<file path="config.mk">
export PLATFORM = sky130hd
export DESIGN_NAME = vram_arbiter
export DESIGN_NICKNAME = d
export VERILOG_FILES = /design/src/rtl/vram_arbiter_pkg.sv /design/src/rtl/vram_arbiter_rr_pick2.sv /design/src/rtl/vram_arbiter.sv
export SDC_FILE = /design/constraint.sdc
export NUM_CORES = 1
export LEC_CHECK = 0
export ABC_AREA = 1
export BUFFER_PORTS_ARGS = -buffer_cell sky130_fd_sc_hd__buf_4
export CORE_UTILIZATION = 38
export CTS_CLUSTER_SIZE = 40
export DETAILED_ROUTE_END_ITERATION = 16
export GPL_TIMING_DRIVEN = 0
export PLACE_DENSITY_LB_ADDON = 0.2
export SETUP_SLACK_MARGIN = 0.2
export SLEW_MARGIN = 20
export SYNTH_ARGS = -nofsm -noshare
export SYNTH_HDL_FRONTEND = slang
export SYNTH_SLANG_ARGS = --single-unit
</file>
<file path="constraint.sdc">
create_clock -name clk -period 1.4 [get_ports clk]
set_input_delay 0.21 -clock clk [delete_from_list [all_inputs] [get_ports clk]]
set_output_delay 0.21 -clock clk [all_outputs]
set_load 0.03 [all_outputs]
</file>
<file path="src/rtl/vram_arbiter_pkg.sv">
// Shared definitions for the VRAM arbiter.
//
// Contents:
//   AW_DEF, DW_DEF - default RAM address and data widths
//   owner_e        - 2-bit slot owner encoding
//
// owner     | meaning
// ----------+------------------------------------------
// OWN_NONE  | slot unused, RAM idle (address held)
// OWN_VIDEO | video fetch, never refused
// OWN_MAIN  | main-logic client access
// OWN_PAC   | pacman-sprite client access
package vram_arbiter_pkg;

  localparam int unsigned AW_DEF = 11;
  localparam int unsigned DW_DEF = 8;

  typedef enum logic [1:0] {
    OWN_NONE  = 2'd0,
    OWN_VIDEO = 2'd1,
    OWN_MAIN  = 2'd2,
    OWN_PAC   = 2'd3
  } owner_e;

endpackage

</file>
<file path="src/rtl/vram_arbiter_rr_pick2.sv">
// Two-request round-robin picker. Holds only the last winner; when both
// requests are present the one that did not win most recently is granted.
//
// Ports:
//   clk, reset - clock, synchronous active-high reset (last winner -> b)
//   en_i       - grants allowed this cycle
//   req_a_i    - request a (main)
//   req_b_i    - request b (pac)
//   gnt_a_o    - grant a, combinational
//   gnt_b_o    - grant b, combinational
module vram_arbiter_rr_pick2
  import vram_arbiter_pkg::*;
(
  input  logic clk,
  input  logic reset,
  input  logic en_i,
  input  logic req_a_i,
  input  logic req_b_i,
  output logic gnt_a_o,
  output logic gnt_b_o
);

  // 1: b won most recently, so a wins the next contention
  logic last_b_q;
  logic last_b_d;

  always_comb begin
    gnt_a_o  = 1'b0;
    gnt_b_o  = 1'b0;
    last_b_d = last_b_q;
    if (en_i) begin
      if (req_a_i && req_b_i) begin
        gnt_a_o = last_b_q;
        gnt_b_o = !last_b_q;
      end else begin
        gnt_a_o = req_a_i;
        gnt_b_o = req_b_i;
      end
    end
    if (gnt_a_o) begin
      last_b_d = 1'b0;
    end else if (gnt_b_o) begin
      last_b_d = 1'b1;
    end
  end

  always_ff @(posedge clk) begin
    if (reset) begin
      last_b_q <= 1'b1;
    end else begin
      last_b_q <= last_b_d;
    end
  end

endmodule

</file>
<file path="src/rtl/vram_arbiter.sv">
// Slot-based arbiter sharing one single-port video RAM between the video
// fetch and two clients (main logic, pacman sprite). Every cycle is one slot
// with exactly one owner; the RAM returns read data one cycle later, so the
// owner is registered and the matching ack / vid_valid fires in that cycle.
//
// Ports:
//   clk, reset                         - clock, synchronous active-high reset
//   hpos, display_on                   - timing from hvsync_generator
//   vid_addr / vid_rdata, vid_valid    - video fetch port
//   main_req/we/addr/wdata             - main client request (held until ack)
//   main_ack, main_rdata               - main completion pulse and read data
//   pac_req/we/addr/wdata              - pac client request (held until ack)
//   pac_ack, pac_rdata                 - pac completion pulse and read data
//   ram_addr, ram_we, ram_wdata        - RAM command
//   ram_rdata                          - RAM read data, 1-cycle latency
module vram_arbiter
  import vram_arbiter_pkg::*;
#(
  parameter int unsigned AW       = AW_DEF,
  parameter int unsigned DW       = DW_DEF,
  parameter logic [1:0]  VID_SLOT = 2'd0
) (
  input  logic          clk,
  input  logic          reset,
  input  logic [9:0]    hpos,
  input  logic          display_on,
  input  logic [AW-1:0] vid_addr,
  output logic [DW-1:0] vid_rdata,
  output logic          vid_valid,
  input  logic          main_req,
  input  logic          main_we,
  input  logic [AW-1:0] main_addr,
  input  logic [DW-1:0] main_wdata,
  output logic          main_ack,
  output logic [DW-1:0] main_rdata,
  input  logic          pac_req,
  input  logic          pac_we,
  input  logic [AW-1:0] pac_addr,
  input  logic [DW-1:0] pac_wdata,
  output logic          pac_ack,
  output logic [DW-1:0] pac_rdata,
  output logic [AW-1:0] ram_addr,
  output logic          ram_we,
  output logic [DW-1:0] ram_wdata,
  input  logic [DW-1:0] ram_rdata
);

  owner_e        owner_d, owner_q;
  logic [AW-1:0] ram_addr_q;
  logic [DW-1:0] main_rdata_q, pac_rdata_q, vid_rdata_q;

  logic slot_vid;
  logic main_elig, pac_elig;
  logic gnt_main, gnt_pac;

  // Only the slot phase of the horizontal counter matters here.
  logic unused_hpos;
  assign unused_hpos = ^hpos[9:2];

  assign slot_vid = display_on && (hpos[1:0] == VID_SLOT);

  // Acks are gated by reset so a response in flight when reset arrives is dropped.
  assign main_ack  = !reset && (owner_q == OWN_MAIN);
  assign pac_ack   = !reset && (owner_q == OWN_PAC);
  assign vid_valid = !reset && (owner_q == OWN_VIDEO);

  // A client being acked this cycle has just been served; its held req is
  // not a new request, which yields the every-other-cycle rate in blanking.
  assign main_elig = main_req && !main_ack;
  assign pac_elig  = pac_req && !pac_ack;

  vram_arbiter_rr_pick2 u_pick (
    .clk     (clk),
    .reset   (reset),
    .en_i    (!slot_vid && !reset),
    .req_a_i (main_elig),
    .req_b_i (pac_elig),
    .gnt_a_o (gnt_main),
    .gnt_b_o (gnt_pac)
  );

  always_comb begin
    owner_d = OWN_NONE;
    if (!reset) begin
      if (slot_vid) begin
        owner_d = OWN_VIDEO;
      end else if (gnt_main) begin
        owner_d = OWN_MAIN;
      end else if (gnt_pac) begin
        owner_d = OWN_PAC;
      end
    end

    // Idle slots keep the previous address so the RAM sees no spurious change.
    ram_addr  = ram_addr_q;
    ram_we    = 1'b0;
    ram_wdata = '0;
    case (owner_d)
      OWN_VIDEO: begin
        ram_addr = vid_addr;
      end
      OWN_MAIN: begin
        ram_addr  = main_addr;
        ram_we    = main_we;
        ram_wdata = main_wdata;
      end
      OWN_PAC: begin
        ram_addr  = pac_addr;
        ram_we    = pac_we;
        ram_wdata = pac_wdata;
      end
      default: ;
    endcase
    if (reset) begin
      ram_addr = '0;
    end
  end

  // Read data passes straight through in the ack cycle and is held afterwards.
  assign main_rdata = reset ? '0 : (main_ack  ? ram_rdata : main_rdata_q);
  assign pac_rdata  = reset ? '0 : (pac_ack   ? ram_rdata : pac_rdata_q);
  assign vid_rdata  = reset ? '0 : (vid_valid ? ram_rdata : vid_rdata_q);

  always_ff @(posedge clk) begin
    if (reset) begin
      owner_q      <= OWN_NONE;
      ram_addr_q   <= '0;
      main_rdata_q <= '0;
      pac_rdata_q  <= '0;
      vid_rdata_q  <= '0;
    end else begin
      owner_q      <= owner_d;
      ram_addr_q   <= ram_addr;
      main_rdata_q <= main_rdata;
      pac_rdata_q  <= pac_rdata;
      vid_rdata_q  <= vid_rdata;
    end
  end

endmodule
</file>
==> impl_results.md, run 1 <==
* Clock tree root buffer cell: clkbuf_8
* Overall die width at 73.23 µm
* DP Wirelength at 5.012 mm
* Routability cong. at 0.7557
* CTS HTree Levels at 2
* Mapped Avg Cell Area at 6.363 µm²
* Cell row count at 25
* Post-Syn Area at 0.001928 mm²
* Hold_buf cts at 0
* Max Buffers Root-to-Sink at 2
* Area share of the largest cell type after synthesis at 39.45%
* Status: aborted with a tool error
* Die H at 73.23 µm
* Largest net degree at the start of global routing at 12
* Synth Instances at 303
* Boundary Pins at 121
* Mapped Nets at 377
* Worst_ep kind: output port
* Syn. warnings at 0
* Dpl cell area at 0.003408 mm²
* Synth area leader: dfxtp_1
* Halt point of the flow: global routing (5_1_grt)
* Total CTS buffers at 5
* GRT repair_timing worst endpoint: ram_addr[5]
* DP Worst Slack at -0.3707 ns
* FF+latch count, synth at 38
* Sequential cell area fraction in the yosys report at 39.45%
* Run Error: [ERROR DPL-0038] Utilization greater than 100%, impossible to legalize
* Top post-synthesis cells by area: dfxtp_1 39%, nand2_1 19%, nand3_1 17%
* Initial Util at 40.03%
* Yosys cell types at 18
* CTS Sinks at 38
* Placed insts at 482
* IO Port Bufs at 112
==> through the flow <==
| stage | TNS (ns) | hold slack, ns |
|---|---|---|
| 2_1_floorplan | -0.07873 | 0.3388 |
| 4_1_cts | -17.27 | 0.1599 |
| 3_3_place_gp | -6.115 | 0.4508 |
| 3_5_place_dp | -7.594 | 0.4544 |
==> Yosys cell counts <==
| cell type | count |
|---|---|
| nand2_1 | 100 |
| nand3_1 | 67 |
| dfxtp_1 | 38 |
| nor2_1 | 36 |
| o21ai_0 | 23 |
| inv_1 | 8 |
| buf_2 | 7 |
| clkbuf_1 | 6 |
| buf_4 | 5 |
| nand4_1 | 3 |
| clkinv_1 | 2 |
| nor2_2 | 2 |
| a31oi_1 | 1 |
| inv_2 | 1 |
| nand3_2 | 1 |
| nor3_2 | 1 |
| o211ai_1 | 1 |
| o21ai_1 | 1 |
==> cell families after synthesis <==
| kind of cell | Yosys count | share of synthesized area (%) |
|---|---|---|
| compound gates | 26 | 6.944 |
| buf+inv | 29 | 7.073 |
| flops | 38 | 39.45 |
| simple gates | 210 | 46.53 |
==> what timing repair did <==
item / 4_1_cts
setup endpoints to repair: 67
setup buffers: 16
gates resized for setup: 173
cloned: 9
pin swaps: 38
==> inputs of run 2 (changes only) <==
--- a/config.mk
+++ b/config.mk
@@ -7,12 +7,10 @@
 export LEC_CHECK = 0
 export ABC_AREA = 1
 export BUFFER_PORTS_ARGS = -buffer_cell sky130_fd_sc_hd__buf_4
-export CORE_UTILIZATION = 38
-export CTS_CLUSTER_SIZE = 40
+export CORE_UTILIZATION = 40
 export DETAILED_ROUTE_END_ITERATION = 16
 export GPL_TIMING_DRIVEN = 0
-export PLACE_DENSITY_LB_ADDON = 0.2
-export SETUP_SLACK_MARGIN = 0.2
+export PLACE_DENSITY_LB_ADDON = 0.15
 export SLEW_MARGIN = 20
 export SYNTH_ARGS = -nofsm -noshare
 export SYNTH_HDL_FRONTEND = slang
==> constraint.sdc (replaced) <==
create_clock -name clk -period 1.8 [get_ports clk]
set_input_delay 0.27 -clock clk [delete_from_list [all_inputs] [get_ports clk]]
set_output_delay 0.27 -clock clk [all_outputs]
set_load 0.03 [all_outputs]
==> run 2 against run 1 <==
Net effect:
- the flow now finishes, with violations (negative setup slack)
- synthesized area unchanged
- synthesized cell count unchanged
==> impl_results.md, run 2 <==
* FF+latch count, synth at 38 (unchanged)
* Combinational Power Share at 36.0%
* Fill cells at 281
* Clk_skew at 0.005419 ns
* Routability cong. at 0.8074 (was 0.7557)
* Leak Pwr at 1.916 nW
* Hold WS at 0.2149 ns
* Max cap viols at 0
* Vias in the first global route at 2331
* Overall die width at 71.43 µm (was 73.23 µm)
* Top post-synthesis cells by area: dfxtp_1 39%, nand2_1 19%, nand3_1 17% (unchanged)
* Internal power at 1.589 mW
* Peak fanout along the critical path at 5
* Mapped Avg Cell Area at 6.363 µm² (unchanged)
* Yosys cell types at 18 (unchanged)
* Status: finished, violations left (was aborted with a tool error)
* Layout area overhead at 90.14%
* Largest net degree at the start of global routing at 13
* Post-route cell area at 0.003666 mm²
* IO Port Bufs at 112 (unchanged)
* Clock tree from TritonCTS: done
* Most instantiated cells after synthesis: 100 x nand2_1, 67 x nand3_1, 38 x dfxtp_1 (unchanged)
* Flop pwr share at 38.5%
* Clock-pin transition on the worst setup and hold timing paths at 0.08 ns
* Initial Util at 42.81% (was 40.03%)
* R2R Setup Slk at 0.37 ns
* Total CTS buffers at 5 (unchanged)
* Worst slew margin at 81.90%
* Crit path DAT at 1.71 ns
* # diodes at 0
* Commonest non-fill, non-tap cell in the layout: buf_4
* Core ar. at 0.004504 mm²
* Max reg flops at 11
* Sw Share at 33.55%
* First-pass GRT wire length at 10.90 mm
* Boundary Pins at 121 (unchanged)
* FMAX at 0.5045 GHz
* Worst VDD drop at 503.9 µV
* Post-Syn Area at 0.001928 mm² (unchanged)
* Layout Cells excl Fill at 497
* Die H at 71.43 µm (was 73.23 µm)
* Area of the multi-input gates at 0.001361 mm²
* Failing checks: negative setup slack
* Final core occ at 81.39%
* Final Hold Viols at 0
* Cell row count at 24 (was 25)
* Worst-Margin Slew at 0.2715 ns
* Antenna Nets Post-Route at 0
* Post-synth ARST share at 0% (unchanged)
* DR DRC count at 0
* WS Path Type: reg2out
* Power share of the clock group at 25.5%
* Clock tree root buffer cell: clkbuf_8 (unchanged)
* Synth Instances at 303 (unchanged)
* Share of cells above drive strength 1 at 52.81%
* Syn. warnings at 0 (unchanged)
* Total track usage at 27.17%
* CTS Sinks at 38 (unchanged)
* Sequential cell area fraction in the yosys report at 39.45% (unchanged)
* Nets at 518
* Routed WL at 7.562 mm
* Remaining global-route overflow at 0
* WL/cell at 15.22 µm
* Unrepaired setup endpoints after global routing: yes
* Initial DRC Count at 113
* Max Slew Vio Count at 0
* Max Buffers Root-to-Sink at 2 (unchanged)
* Psw at 0.8023 mW
* Worst-skew pair later-pin latency at 0.29 ns
* CTS HTree Levels at 2 (unchanged)
* DP Wirelength at 4.464 mm (was 5.012 mm)
* Most frequent cells in the layout: 99 x buf_4, 84 x nand2_1, 45 x buf_6
* Die area at 0.005102 mm²
* Detailed Routing Iterations Pass 1 at 5
* Power Dens Cells at 652.2 mW/mm²
* Reg with most FFs: ram_addr_q
* Top_reg_cell synth: dfxtp_1 (unchanged)
* Critical path required time at 1.53 ns
* Initial antenna violation count at 0
* Mapped Nets at 377 (unchanged)
* Dpl cell area at 0.002835 mm² (was 0.003408 mm²)
* EDFF count, synth at 0 (unchanged)
* Final setup violation count at 23
* Vias at 2593
* Worst Setup End Kind: primary output
* Count leader, synth: nand2_1 (unchanged)
* Area share of the largest cell type after synthesis at 39.45% (unchanged)
* Vias/cell at 5.217
* Sequential Area at 768.2 µm²
* Tot Pwr at 2.391 mW
* Setup ws final at -0.1822 ns
* Part of the cycle the worst path needs at 110.1%
* Placed insts at 467 (was 482)
* DP Worst Slack at -0.2406 ns (was -0.3707 ns)
* Crit path time final at 1.982 ns
* Min-delay worst type: in2reg
* Nature of the critical path startpoint: flop
* Post-route setup TNS at -2.542 ns
* Synth area leader: dfxtp_1 (unchanged)
## run 2: cell counts after synthesis
No cell type changed its count.
## run 2: layout make-up
class | count | share of cell area, %
flip-flops and latches | 38 | 20.96
clock buffers | 6 | 2.253
plain buffers | 18 | 5.119
clock inverters | 2 | 0.3413
well taps | 52 | 1.775
repair buffers | 134 | 30.92
inverters | 11 | 1.502
multi-input cells | 236 | 37.13
## run 2: path summary, 6_finish.rpt
path | cells after the start | startpoint | end
max | 10 | owner_q[0]$_SDFF_PP0_ | ram_addr[9]
min reg2reg | 2 | main_rdata_q[7]$_SDFF_PP0_ | main_rdata_q[7]$_SDFF_PP0_
max reg2reg | 8 | owner_q[0]$_SDFF_PP0_ | u_pick.last_b_q$_SDFFE_PP1P_
min | 3 | ram_rdata[3] | main_rdata_q[3]$_SDFF_PP0_
## run 2: what timing repair did
item	4_1_cts	5_1_grt
pin swaps	36	18
cloned	5	2
hold buffers	0	0
buffers inserted	10	5
resized for setup	100	68
endpoints found under the setup margin	46	40
## run 2: per-layer routing
metal	vias up	GRT usage, %	share of wire [%]
met3	19	6.329	6.3
met5	-	0	0
li1	1274	-	-
met1	1188	31.57	40
met4	0	10.22	2.6
met2	112	48.47	51
## run 2: kinds of logic (layout without fill, tap and decap cells)
logic type,after synthesis,count (layout),synth area share (%)
simple gates,210,210,46.53
buf+inv,29,171,7.073
flops,38,38,39.45
compound gates,26,26,6.944
## run 2: critical path, stage by stage (launching register included)
cell and delay (ns):
dfxtp_4 0.38, inv_4 0.05, nand3_4 0.07, nand2_4 0.07, nor2_4 0.18, buf_6 0.15, nand3_1 0.08, nand3_2 0.08
nor2_2 0.04, nor2_1 0.12, buf_4 0.19
## run 2: power groups by stage
| stage | registers, mW | logic, mW | clock network, mW |
|---|---|---|---|
| after floorplan | 0.928 | 0.359 | 0 |
| after global placement | 0.931 | 0.626 | 0 |
| after detailed placement | 0.932 | 0.635 | 0 |
| after CTS | 0.917 | 0.768 | 0.616 |
| after global routing | 0.925 | 0.911 | 0.658 |
| final | 0.920 | 0.861 | 0.610 |
No activity file was read; power rests on OpenSTA's default activity.
==> inputs of run 3 (changes only) <==
==> constraint.sdc (replaced) <==
create_clock -name clk -period 2.4 [get_ports clk]
set_input_delay 0.36 -clock clk [delete_from_list [all_inputs] [get_ports clk]]
set_output_delay 0.36 -clock clk [all_outputs]
set_load 0.03 [all_outputs]
==> run 3 against run 2 <==
Net effect:
- sequential cell count unchanged
- routed wire length fell by 22%
- combinational power shrank 45%
- clock-buffer cell count stayed put
- largest power group unchanged
- critical path depth shrank 5
- the run now ends clean
- clock skew down 0.0029 ns
- final area is 20% lower
- via count decreased by 8.2%
- sequential power decreased by 26%
==> impl_results.md, run 3 (synthesis gave the netlist of run 2 again) <==
* Final Hold Viols at 0 (unchanged)
* Total CTS buffers at 5 (unchanged)
* Die area at 0.005102 mm² (unchanged)
* Worst-Margin Slew at 0.5037 ns (was 0.2715 ns)
* Power Dens Cells at 553.1 mW/mm² (was 652.2 mW/mm²)
* Routed WL at 5.862 mm (was 7.562 mm)
* Max cap viols at 0 (unchanged)
* Worst slew margin at 66.24% (was 81.90%)
* Worst VDD drop at 371.3 µV (was 503.9 µV)
* Crit path DAT at 1.89 ns (was 1.71 ns)
* Routability cong. at 0.8173 (was 0.8074)
* Dpl cell area at 0.002834 mm² (was 0.002835 mm²)
* WP buf/inv at 3 (unchanged)
* Hold_sp: ram_rdata[2] (was ram_rdata[3])
* Status: completed (was finished, violations left)
* Setup ws final at 0.1453 ns (was -0.1822 ns)
* Worst Hold End: main_rdata_q[2]$_SDFF_PP0_ (was main_rdata_q[3]$_SDFF_PP0_)
* Nature of the critical path startpoint: flop (unchanged)
* DR DRC count at 0 (unchanged)
* Remaining global-route overflow at 0 (unchanged)
* Max Slew Vio Count at 0 (unchanged)
* Initial DRC Count at 176 (was 113)
* Critical path required time at 2.04 ns (was 1.53 ns)
* Post-route setup TNS at 0 ns (was -2.542 ns)
* Commonest non-fill, non-tap cell in the layout: buf_4 (unchanged)
* Share of cells above drive strength 1 at 32.62% (was 52.81%)
* WL/cell at 12.34 µm (was 15.22 µm)
* Min-Delay Path Depth at 3 (unchanged)
* Vias in the first global route at 2194 (was 2331)
* Hold WS at 0.3045 ns (was 0.2149 ns)
* Boundary Pins at 121 (unchanged)
* Hold_buf cts at 0 (unchanged)
* Leak Pwr at 1.628 nW (was 1.916 nW)
* Psw at 0.5238 mW (was 0.8023 mW)
* R2R Setup Slk at 0.89 ns (was 0.37 ns)
* Total track usage at 23.53% (was 27.17%)
* Final setup violation count at 0 (was 23)
* # diodes at 0 (unchanged)
* Clock-pin transition on the worst setup and hold timing paths at 0.08 ns (about the same)
* Core ar. at 0.004504 mm² (unchanged)
* Max reg flops at 11 (unchanged)
* Reg2Reg Depth at 9 (was 8)
* Sw Share at 32.32% (was 33.55%)
* Initial antenna violation count at 0 (unchanged)
* Die H at 71.43 µm (unchanged)
* Tot Pwr at 1.621 mW (was 2.391 mW)
* Most frequent cells in the layout: 117 x buf_4, 100 x nand2_1, 67 x nand3_1 (was 99 x buf_4, 84 x nand2_1, 45 x buf_6)
* Part of the cycle the worst path needs at 93.95%
* Peak fanout along the critical path at 10 (was 5)
* Detailed Routing Iterations Pass 1 at 4 (was 5)
* Max Buffers Root-to-Sink at 2 (unchanged)
* Vias/cell at 5.013 (was 5.217)
* Power share of the clock group at 28.4% (was 25.5%)
* Layout area overhead at 51.98% (was 90.14%)
* IO Port Bufs at 112 (unchanged)
* CTS HTree Levels at 2 (unchanged)
* Cell row count at 24 (unchanged)
* CP max stage delay at 0.41 ns (was 0.38 ns)
* CTS Sinks at 38 (unchanged)
* Largest net degree at the start of global routing at 13 (unchanged)
* Unrepaired setup endpoints after global routing: no (was yes)
* Combinational Power Share at 29.4% (was 36.0%)
* Clk_skew at 0.002528 ns (was 0.005419 ns)
* Worst path cell trace: inv_1 > nor3_2 > clkbuf_1 > o21ai_0 > buf_4 (was inv_4 > nand3_4 > nand2_4 > nor2_4 > buf_6 > nand3_1 > nand3_2 > nor2_2 > nor2_1 > buf_4)
* Worst Setup End Kind: primary output (unchanged)
* Cell family with most CP delay: buffers and inverters (was simple AND/OR/NAND/NOR gates)
* RR Endpoint: ram_addr_q[3]$_SDFF_PP0_ (was u_pick.last_b_q$_SDFFE_PP1P_)
* Min-delay worst type: in2reg (unchanged)
* Flop pwr share at 42.3% (was 38.5%)
* Antenna Nets Post-Route at 0 (unchanged)
* Clock tree root buffer cell: clkbuf_8 (unchanged)
* Clock tree from TritonCTS: done (unchanged)
* First-pass GRT wire length at 9.501 mm (was 10.90 mm)
* Worst-skew pair later-pin latency at 0.29 ns (about the same)
* Overall die width at 71.43 µm (unchanged)
* WS Path Type: reg2out (unchanged)
* Vias at 2381 (was 2593)
* DP Worst Slack at 0.1954 ns (was -0.2406 ns)
* Slowest-stage cell, CP: clkbuf_1 (was dfxtp_4)
* FMAX at 0.4435 GHz
* Critical R2R Launch: owner_q[0]$_SDFF_PP0_ (unchanged)
* DP Wirelength at 4.418 mm (was 4.464 mm)
* Post-route cell area at 0.002930 mm² (was 0.003666 mm²)
* Initial Util at 42.81% (unchanged)
* Nets at 496 (was 518)
* Crit path time final at 2.255 ns
* Reg with most FFs: ram_addr_q (unchanged)
* Internal power at 1.097 mW (was 1.589 mW)
-- run 3: worst max path at each step --
stage / startpoint / to / slack [ns] / depth (start not counted)
floorplan: hpos[1] / ram_addr[0] / 0.48 / 8
global placement: hpos[1] / ram_addr[3] / 0.21 / 10
detailed placement: hpos[1] / ram_addr[3] / 0.20 / 10
CTS: owner_q[0]$_SDFF_PP0_ / vid_rdata[5] / 0.12 / 6
global route: owner_q[1]$_SDFF_PP0_ / ram_addr[6] / 0.007 / 9
finish: owner_q[0]$_SDFF_PP0_ / vid_rdata[5] / 0.15 / 5
-- run 3: through the flow --
step | instances | utilization (%)
2_1_floorplan | 303 | -
3_3_place_gp | 467 | 62.92
3_5_place_dp | 467 | 62.92
4_1_cts | 475 | 65.03
5_1_grt | 475 | 65.06
6_report | 475 | 65.06
-- run 3: layout make-up --
cell class | instances | area [µm²]
Sequential cell | 38 | 760.7
Timing Repair Buffer | 112 | 840.8
Multi-Input combinational cell | 236 | 1031
Clock inverter | 2 | 12.51
Inverter | 11 | 41.29
Buffer | 18 | 96.34
Fill cell | 432 | 1574
Clock buffer | 6 | 82.58
Tap cell | 52 | 65.06
-- run 3: worst register-to-register path, delay by kind of cell (launching register included) --
kind                   cells  cell delay (ns)
AND/OR/NAND/NOR            6             0.60
buffers and inverters      3             0.44
flip-flops                 1             0.34
-- run 3: metal layers --
layer | vias to the layer above | track usage (%) | routed length, µm
li1 | 1227 | - | -
met5 | - | 0 | 0
met3 | 6 | 5.907 | 439
met1 | 1053 | 27.94 | 2571
met2 | 95 | 41.38 | 2793
met4 | 0 | 8.000 | 57
-- run 3: repair_timing --
item | CTS | global route
setup endpoints to repair | 0 | 1
gates resized for setup | 0 | 2
setup buffers | 0 | 0
-- run 3: power groups by stage --
stage	sequential (mW)	clock, mW	combinational (mW)
6_report	0.685	0.460	0.476
5_1_grt	0.689	0.498	0.519
4_1_cts	0.685	0.470	0.478
3_5_place_dp	0.700	0	0.476
3_3_place_gp	0.698	0	0.469
2_1_floorplan	0.696	0	0.269
==> inputs of run 4 (changes only) <==
--- a/config.mk
+++ b/config.mk
@@ -7,10 +7,12 @@
 export LEC_CHECK = 0
 export ABC_AREA = 1
 export BUFFER_PORTS_ARGS = -buffer_cell sky130_fd_sc_hd__buf_4
+export CORE_MARGIN = 4
 export CORE_UTILIZATION = 40
 export DETAILED_ROUTE_END_ITERATION = 16
 export GPL_TIMING_DRIVEN = 0
 export PLACE_DENSITY_LB_ADDON = 0.15
+export SETUP_SLACK_MARGIN = 0.05
 export SLEW_MARGIN = 20
 export SYNTH_ARGS = -nofsm -noshare
 export SYNTH_HDL_FRONTEND = slang
==> run 4 against run 3 <==
Net effect:
- sequential cell count stayed put
- setup slack better by 0.073 ns
- via count is 1.6% lower
- total power is 1.3% lower
- sequential share of layout area hardly changed
- combinational power hardly changed
- critical endpoint is now vid_rdata[6]
- largest power group unchanged
==> impl_results.md, run 4 (synthesis gave the netlist of run 2 again) <==
* Status: completed (unchanged)
* Worst VDD drop at 414.6 µV (was 371.3 µV)
* WL/cell at 12.82 µm (was 12.34 µm)
* Total track usage at 19.81% (was 23.53%)
* Psw at 0.5001 mW (was 0.5238 mW)
* Clock tree root buffer cell: clkbuf_8 (unchanged)
* Power Dens Cells at 545.2 mW/mm² (was 553.1 mW/mm²)
* Layout area overhead at 52.24% (was 51.98%)
* Vias in the first global route at 2138 (was 2194)
* Worst path cell trace: nor3_2 > clkbuf_1 > nand2_1 > o21ai_0 > buf_4 (was inv_1 > nor3_2 > clkbuf_1 > o21ai_0 > buf_4)
* Worst-Margin Slew at 0.5223 ns (was 0.5037 ns)
* Die area at 0.005995 mm² (was 0.005102 mm²)
* Part of the cycle the worst path needs at 90.89% (was 93.95%)
* Core ar. at 0.004504 mm² (unchanged)
* Largest net degree at the start of global routing at 12 (was 13)
* Crit path DAT at 1.82 ns (was 1.89 ns)
* # diodes at 0 (unchanged)
* Most frequent cells in the layout: 118 x buf_4, 100 x nand2_1, 67 x nand3_1 (was 117 x buf_4, 100 x nand2_1, 67 x nand3_1)
* Reg with most FFs: ram_addr_q (unchanged)
* Leak Pwr at 1.634 nW (was 1.628 nW)
* Initial Util at 42.81% (unchanged)
* Clock-pin transition on the worst setup and hold timing paths at 0.07 ns (was 0.08 ns)
* Tot Pwr at 1.600 mW (was 1.621 mW)
* Critical Path Sink: vid_rdata[6] (was vid_rdata[5])
* IO Port Bufs at 112 (unchanged)
* Internal power at 1.100 mW (was 1.097 mW)
* Sw Share at 31.25% (was 32.32%)
* Routed WL at 6.089 mm (was 5.862 mm)
* Worst slew margin at 65.18% (was 66.24%)
* Fill cells at 435 (was 432)
* Flop pwr share at 42.8% (was 42.3%)
* FMAX at 0.4584 GHz (was 0.4435 GHz)
* CTS Sinks at 38 (unchanged)
* DP Wirelength at 4.693 mm (was 4.418 mm)
* Nets at 496 (unchanged)
* Critical path required time at 2.04 ns (about the same)
* Nature of the critical path startpoint: flop (unchanged)
* Die H at 77.43 µm (was 71.43 µm)
* CTS HTree Levels at 2 (unchanged)
* Levels on crit path at 5 (unchanged)
* Cell family with most CP delay: simple AND/OR/NAND/NOR gates (was buffers and inverters)
* R2R Setup Slk at 0.95 ns (was 0.89 ns)
* Initial antenna violation count at 0 (unchanged)
* Reg2Reg Depth at 9 (unchanged)
* Total CTS buffers at 5 (unchanged)
* Slowest-stage cell, CP: nor3_2 (was clkbuf_1)
* Hold_buf cts at 0 (unchanged)
* Routability cong. at 0.7932 (was 0.8173)
* Initial DRC Count at 139 (was 176)
* Max Buffers Root-to-Sink at 2 (unchanged)
* WP buf/inv at 2 (was 3)
* Clk_skew at 0.003334 ns (was 0.002528 ns)
* Post_cts resized at 0 (unchanged)
* CP max stage delay at 0.44 ns (was 0.41 ns)
* Vias at 2343 (was 2381)
* Post-route setup TNS at 0 ns (unchanged)
* Crit path time final at 2.181 ns (was 2.255 ns)
* Boundary Pins at 121 (unchanged)
* DR DRC count at 0 (unchanged)
* Remaining global-route overflow at 0 (unchanged)
* Power share of the clock group at 27.3% (was 28.4%)
* Peak fanout along the critical path at 10 (unchanged)
* Commonest non-fill, non-tap cell in the layout: buf_4 (unchanged)
* Final Hold Viols at 0 (unchanged)
* Antenna Nets Post-Route at 0 (unchanged)
* Final setup violation count at 0 (unchanged)
* Cell row count at 24 (unchanged)
* Combinational Power Share at 29.8% (was 29.4%)
* First-pass GRT wire length at 9.915 mm (was 9.501 mm)
* Setup bufs post-CTS at 0 (unchanged)
* Clock tree from TritonCTS: done (unchanged)
* Critical R2R Launch: owner_q[0]$_SDFF_PP0_ (unchanged)
* Share of cells above drive strength 1 at 32.62% (unchanged)
* WS Path Type: reg2out (unchanged)
* Max reg flops at 11 (unchanged)
* Worst Setup End Kind: primary output (unchanged)
* Worst-skew pair later-pin latency at 0.28 ns (was 0.29 ns)
* Max cap viols at 0 (unchanged)
* Max Slew Vio Count at 0 (unchanged)
* Worst Setup SP: owner_q[1]$_SDFF_PP0_ (was owner_q[0]$_SDFF_PP0_)
* Min-delay worst type: in2reg (unchanged)
* Unrepaired setup endpoints after global routing: yes (was no)
* RR Endpoint: ram_addr_q[1]$_SDFF_PP0_ (was ram_addr_q[3]$_SDFF_PP0_)
* Vias/cell at 4.933 (was 5.013)
* Detailed Routing Iterations Pass 1 at 4 (unchanged)
* Overall die width at 77.43 µm (was 71.43 µm)
run 4: layout make-up:
type | instances | area [µm²] | area share [%]
timing repair buffer | 112 | 840.8 | 28.64
multi-input combinational | 236 | 1031 | 35.12
tap | 52 | 65.06 | 2.217
sequential | 38 | 762.0 | 25.96
clock inverter | 1 | 5.005 | 0.1705
buffer | 18 | 103.9 | 3.538
clock buffer | 7 | 86.33 | 2.941
inverter | 11 | 41.29 | 1.407
run 4: stage by stage:
| step | hold WS (ns) | instances | util (%) | setup WS, ns | instance area (µm²) |
|---|---|---|---|---|---|
| after floorplan | 0.4499 | 303 | - | 0.4814 | 1928 |
| after detailed placement | 0.4639 | 467 | 62.92 | 0.2365 | 2834 |
| after CTS | 0.3056 | 475 | 64.94 | 0.1613 | 2925 |
| final | 0.3143 | 475 | 65.17 | 0.2186 | 2935 |
| after global routing | 0.3060 | 475 | 65.17 | 0.03845 | 2935 |
| after global placement | 0.4592 | 467 | 62.92 | 0.2278 | 2834 |
run 4: worst min-delay path: stages:
cell and delay [ns]:
buf_4 0.09, nand2_1 0.06, nand2_1 0.06
run 4: power by group through the flow:
stage / logic (mW) / registers (mW) / clock network (mW)
CTS: 0.478 / 0.685 / 0.453
global route: 0.520 / 0.689 / 0.480
detailed placement: 0.476 / 0.699 / 0
finish: 0.478 / 0.685 / 0.437
floorplan: 0.269 / 0.696 / 0
global placement: 0.471 / 0.698 / 0
run 4: worst min-delay path by stage:
stage / cells past startpoint / slack [ns] / to / startpoint
after global placement: 2 / 0.46 / pac_rdata_q[5]$_SDFF_PP0_ / pac_rdata_q[5]$_SDFF_PP0_
after detailed placement: 2 / 0.46 / main_rdata_q[1]$_SDFF_PP0_ / main_rdata_q[1]$_SDFF_PP0_
after CTS: 3 / 0.31 / pac_rdata_q[3]$_SDFF_PP0_ / ram_rdata[3]
final: 3 / 0.31 / pac_rdata_q[3]$_SDFF_PP0_ / ram_rdata[3]
after global routing: 3 / 0.31 / main_rdata_q[7]$_SDFF_PP0_ / ram_rdata[7]
after floorplan: 2 / 0.45 / main_rdata_q[0]$_SDFF_PP0_ / main_rdata_q[0]$_SDFF_PP0_
run 4: routing by layer:
| layer | vias to the layer above | track usage (%) | wire [µm] |
|---|---|---|---|
| met2 | 92 | 31.35 | 2796 |
| met5 | - | 0 | 0 |
| li1 | 1230 | - | - |
| met4 | 0 | 5.872 | 41 |
| met1 | 1015 | 25.34 | 2753 |
| met3 | 6 | 7.176 | 497 |
